===== src/rtl/dcache_ctrl.sv =====
// Direct-mapped, write-through, no-write-allocate data cache with 4-word lines between MEM stage and memory.
// Read hits return data combinationally; misses refill a whole line, stores always go to memory then release via WDONE.
module dcache_ctrl #(
    parameter int LINES  = 16,
    parameter int ADDR_W = 32
) (
    input  logic              clk,
    input  logic              reset,
    input  logic              cpu_read,
    input  logic              cpu_write,
    input  logic [ADDR_W-1:0] cpu_addr,
    input  logic [31:0]       cpu_wdata,
    output logic [31:0]       cpu_rdata,
    output logic              cache_stall,
    output logic              cache_hit,
    output logic              mem_req,
    output logic              mem_we,
    output logic [ADDR_W-1:0] mem_addr,
    output logic [31:0]       mem_wdata,
    input  logic              mem_ready,
    input  logic [31:0]       mem_rdata,
    output logic [31:0]       hit_count,
    output logic [31:0]       miss_count
);
    localparam int IDX_W = $clog2(LINES);
    localparam int TAG_W = ADDR_W - 4 - IDX_W;

    typedef enum logic [1:0] {IDLE, REFILL, WRITE, WDONE} state_t;

    state_t              state;
    logic [LINES-1:0]    valid;
    logic [TAG_W-1:0]    tag_arr  [LINES];
    logic [31:0]         data_arr [LINES][4];
    logic [ADDR_W-1:2]   lat_addr;
    logic [1:0]          k;

    logic [IDX_W-1:0]    idx;
    logic [TAG_W-1:0]    tag;
    logic [1:0]          word;
    logic                lookup_hit;
    logic [IDX_W-1:0]    l_idx;
    logic [TAG_W-1:0]    l_tag;
    logic [1:0]          l_word;
    logic                l_match;
    logic                unused_bits;

    assign idx        = cpu_addr[4 +: IDX_W];
    assign tag        = cpu_addr[ADDR_W-1 -: TAG_W];
    assign word       = cpu_addr[3:2];
    assign lookup_hit = valid[idx] && (tag_arr[idx] == tag);
    assign unused_bits = ^cpu_addr[1:0];

    assign l_idx   = lat_addr[4 +: IDX_W];
    assign l_tag   = lat_addr[ADDR_W-1 -: TAG_W];
    assign l_word  = lat_addr[3:2];
    assign l_match = valid[l_idx] && (tag_arr[l_idx] == l_tag);

    assign cpu_rdata   = data_arr[idx][word];
    assign cache_hit   = lookup_hit && (cpu_read || cpu_write);
    // Combinational so a miss or store freezes the pipeline in its very first cycle.
    assign cache_stall = ((state == IDLE) && (cpu_write || (cpu_read && !lookup_hit)))
                       || (state == REFILL) || (state == WRITE);

    function automatic logic [31:0] sat_inc(input logic [31:0] v);
        return (&v) ? v : v + 32'd1;
    endfunction

    always_ff @(posedge clk or posedge reset) begin
        if (reset) begin
            state      <= IDLE;
            valid      <= '0;
            mem_req    <= 1'b0;
            mem_we     <= 1'b0;
            mem_addr   <= '0;
            mem_wdata  <= '0;
            lat_addr   <= '0;
            k          <= 2'd0;
            hit_count  <= '0;
            miss_count <= '0;
        end else begin
            case (state)
                IDLE: begin
                    if (cpu_write) begin
                        if (lookup_hit) hit_count  <= sat_inc(hit_count);
                        else            miss_count <= sat_inc(miss_count);
                        lat_addr  <= cpu_addr[ADDR_W-1:2];
                        mem_req   <= 1'b1;
                        mem_we    <= 1'b1;
                        mem_addr  <= {cpu_addr[ADDR_W-1:2], 2'b00};
                        mem_wdata <= cpu_wdata;
                        state     <= WRITE;
                    end else if (cpu_read) begin
                        if (lookup_hit) begin
                            hit_count <= sat_inc(hit_count);
                        end else begin
                            miss_count <= sat_inc(miss_count);
                            // The victim line is invalid until all four words have landed.
                            valid[idx] <= 1'b0;
                            lat_addr   <= cpu_addr[ADDR_W-1:2];
                            k          <= 2'd0;
                            mem_req    <= 1'b1;
                            mem_we     <= 1'b0;
                            mem_addr   <= {cpu_addr[ADDR_W-1:4], 4'b0000};
                            state      <= REFILL;
                        end
                    end
                end
                REFILL: begin
                    if (mem_ready) begin
                        k <= k + 2'd1;
                        if (k == 2'd3) begin
                            valid[l_idx] <= 1'b1;
                            mem_req      <= 1'b0;
                            state        <= IDLE;
                        end else begin
                            mem_addr <= {lat_addr[ADDR_W-1:4], k + 2'd1, 2'b00};
                        end
                    end
                end
                WRITE: begin
                    if (mem_ready) begin
                        mem_req <= 1'b0;
                        mem_we  <= 1'b0;
                        state   <= WDONE;
                    end
                end
                default: state <= IDLE;
            endcase
        end
    end

    // Tag and data storage carry no reset; only the valid bits qualify them.
    always_ff @(posedge clk) begin
        if (state == REFILL && mem_ready) begin
            data_arr[l_idx][k] <= mem_rdata;
            if (k == 2'd3) tag_arr[l_idx] <= l_tag;
        end
        if (state == WRITE && mem_ready && l_match)
            data_arr[l_idx][l_word] <= mem_wdata;
    end
endmodule


===== config.mk =====
export PLATFORM = sky130hd
export DESIGN_NAME = dcache_ctrl
export DESIGN_NICKNAME = d
export VERILOG_FILES = /design/src/rtl/dcache_ctrl.sv
export SDC_FILE = /design/constraint.sdc
export NUM_CORES = 2
export LEC_CHECK = 0
export ABC_AREA = 1
export BUFFER_PORTS_ARGS = -buffer_cell sky130_fd_sc_hd__clkbuf_2
export CORE_MARGIN = 5
export CORE_UTILIZATION = 30
export DETAILED_ROUTE_END_ITERATION = 10
export SYNTH_ARGS = -nofsm -noshare
export SYNTH_HDL_FRONTEND = slang
export SYNTH_SLANG_ARGS = --single-unit

===== constraint.sdc =====
create_clock -name clk -period 6.44 [get_ports clk]
set_clock_uncertainty 0.05 [all_clocks]
set_input_delay 0.322 -clock clk [delete_from_list [all_inputs] [get_ports clk]]
set_output_delay 0.322 -clock clk [all_outputs]
set_load 0.005 [all_outputs]

==> run metrics <==
Synth Warn #=0; I/O Buffers=260; Final Hold Vio Count=0; Area after DPL=115000 sq um; synth top area cells=edfxtp_1 69%, a22oi_1 7.9%, nand2_1 7.4%, dfrtp_1 4.2%, a21oi_1 2.5%; HPWL after detailed placement=209 mm; PD cells=346 nW/um^2; Post-CTS Setup Repair Bufs=0; post-synth top area share=68.9%; Worst Max-Slew Pin Slew=1230 ps; GRT Overall Usage=19.0%; H-Tree Depth=5; final wirelength=361 mm; Layout area overhead=17.4%; pin count of the biggest net entering global routing=138; worst hold path type=in -> reg; Synth Register Bits=2610; Slew Limit Fails=0; min Tclk post-route=5390 ps; slew margin rel.=18.0%; Iter 0 DRT Violations=10405; CP Launch Type=flip-flop; CTS tree=built; Core Footprint=352000 sq um; clock sink count=2610; die width=604 microns; row cnt=218; CP arrival=5640 ps; Critical R2R Launch=lat_addr[4]; post-cts resize count=0; register area share after synthesis=73.1%; Starting Density=30.1%; kind of critical path=reg -> reg; Post-Syn Area=106000 sq um; drt wl/cell=26.8 microns; DRC violations left=0; Pwr Total=0.0430 W; hold_ws=158 ps; Async S/R FF share, synth=6.82%; Max Cap Viol=0; I/O Pins=265; total CTS buffers=278; first-pass GRT wire length=512 mm; DR vias=74371; Post-Syn Area per Cell=12.9 sq um; Yosys cell types=50; chip height=604 microns; clk slew on worst S/H paths=60 ps; FMAX=186 MHz; CP max FO=37; Final TNS setup=0 ps; post-route cell area=124000 sq um; RSZ-0062 raised after global routing=no; outcome=complete, no violations; crit end category=flip-flop; # setup viols final=0; EDFF count, synth=2432; post-synthesis cell count=8192; drt first pass iters=7; vias per cell=5.52; Final #Nets=8634; min-delay src=mem_rdata[26]; origin of the worst setup path=lat_addr[4]; Final GP Congestion=0.869; CTS root buf=clkbuf_16; Peak supply drop=0.000240 V; Core Util, Final=35.3%; DRT antenna net count=0; Worst-Skew Late Latency=880 ps; Worst Path Required=6690 ps; Die Footprint=365000 sq um; total leakage power=42.6 nW; Tcrit/Tclk final=83.7%; initial antenna violation count=23; worst-case clock buffer depth=4; share of layout cells above drive strength 1=12.4%; GRT overflow=0; vias in the first global route=71127; quantity of hold-fixing buffers added after cts=63; Synth area leader=edfxtp_1; Main synth FF type=edfxtp_1
[kinds of logic after synthesis]
| family | count (synthesis) | synth area share [%] |
|---|---|---|
| AO/OA/AOI/OAI | 1984 | 12.4 |
| XOR/XNOR | 56 | 0.463 |
| adder cells (fa/ha/maj) | 10 | 0.118 |
| buffers and inverters | 711 | 2.74 |
| flip-flops | 2610 | 73.1 |
| multiplexers | 32 | 0.340 |
| other | 1 | 0.00354 |
| AND/OR/NAND/NOR | 2788 | 10.8 |
[cell usage in the layout (no fill, tap or decap), types with 12 or more instances in the layout]
cell	netlist	layout
edfxtp_1	2432	2432
nand2_1	2096	2090
a22oi_1	1120	1120
a21oi_1	532	467
clkbuf_16	0	286
clkbuf_2	0	257
nor2_1	245	221
buf_4	22	181
dfrtp_1	178	176
nand4_1	175	175
o21ai_0	175	173
inv_1	170	163
nand3_1	104	104
buf_12	0	79
nor4_1	82	74
a21oi_4	0	64
dlygate4sd3_1	0	63
clkbuf_1	320	59
a31oi_1	50	50
clkinv_1	1	48
clkinv_2	0	47
nor3_1	42	42
xor2_1	42	42
mux2_2	32	32
nor2_4	4	26
o41ai_1	26	26
bufinv_16	0	23
or4_1	19	19
a22o_1	17	17
a221oi_1	17	17
xnor2_1	14	14
inv_6	0	12
[stage by stage]
| step | instances | worst slack (ps) |
|---|---|---|
| 2_1_floorplan | 8193 | 1240 |
| 3_3_place_gp | 12910 | 1180 |
| 3_5_place_dp | 12910 | 1180 |
| 4_1_cts | 13463 | 1170 |
| 5_1_grt | 13464 | 853 |
| 6_report | 13472 | 1050 |
[power breakdown]
group | internal [W] | switching [W]
combinational | 0.00188 | 0.00493
sequential | 0.0194 | 0.00104
clock | 0.00915 | 0.00664
total | 0.0304 | 0.0126
[final cells by class]
class	count	area, sq um
diodes	9	22.5
clock buffers	351	7460
clock inverters	139	1350
fillers	33635	228000
inverters	180	713
multi-input cells	4872	26600
flip-flops and latches	2610	77500
well taps	4730	5920
repair buffers	581	4860
[synthesized netlist by cell type (4+ instances only)]
| library cell | instances |
|---|---|
| a22oi_2 | 4 |
| inv_2 | 9 |
| buf_6 | 5 |
| xor2_1 | 42 |
| xnor2_1 | 14 |
| o22ai_1 | 7 |
| buf_1 | 90 |
| inv_1 | 170 |
| o2111ai_1 | 5 |
| a221oi_1 | 17 |
| nor2_1 | 245 |
| nor2_4 | 4 |
| nor3_1 | 42 |
| buf_2 | 94 |
| ha_1 | 10 |
| a22oi_1 | 1120 |
| o311ai_0 | 5 |
| clkbuf_1 | 320 |
| a22o_1 | 17 |
| buf_4 | 22 |
| o41ai_1 | 26 |
| nand4_2 | 4 |
| nor2_2 | 5 |
| nand3_1 | 104 |
| a31oi_1 | 50 |
| nor4_1 | 82 |
| o21ai_1 | 6 |
| mux2_2 | 32 |
| o21ai_0 | 175 |
| nand2_1 | 2096 |
| o21bai_1 | 9 |
| nand4_1 | 175 |
| or4_1 | 19 |
| a21oi_1 | 532 |
| dfrtp_1 | 178 |
| edfxtp_1 | 2432 |
[sequential cells by signal (all words and copies together) (netlist names), 2 cells and up]
| name | cells |
|---|---|
| data_arr | 2048 |
| tag_arr | 384 |
| hit_count | 32 |
| mem_wdata | 32 |
| miss_count | 32 |
| lat_addr | 30 |
| mem_addr | 30 |
| valid | 16 |
| k | 2 |
| state | 2 |
[critical path: stages (launching register included)]
cell,delay [ps]
dfrtp_1,570
nand2_2,230
clkinv_2,320
buf_4,550
a22oi_1,180
nand2_1,100
nand2_1,50
nand2_1,140
nor2_1,50
nand2_1,200
o21ai_0,180
nor2_1,160
nand2_1,70
nor2_1,100
nand2_1,100
nor2_4,570
nand3_1,140
buf_4,350
nand2_1,120
nand2_1,520
[per-layer routing]
layer | GRT usage [%] | wire length (microns) | vias to the layer above
li1 | - | - | 31425
met1 | 25.5 | 139000 | 37302
met2 | 30.0 | 166000 | 4810
met3 | 4.04 | 39700 | 818
met4 | 7.32 | 15500 | 16
met5 | 0 | 97 | -
[path summary, 6_finish.rpt]
check	to	slack, ps	depth (start not counted)
setup / recovery	data_arr[12][66]	1050	19
hold / removal	data_arr[11][58]	160	3
setup reg to reg	data_arr[12][66]	1050	19
hold reg to reg	mem_addr[19]	430	2
max in group asynchronous	lat_addr[18]	4230	5
min in group asynchronous	hit_count[9]	600	4
Note: power is estimated with default switching activity, not from simulation.
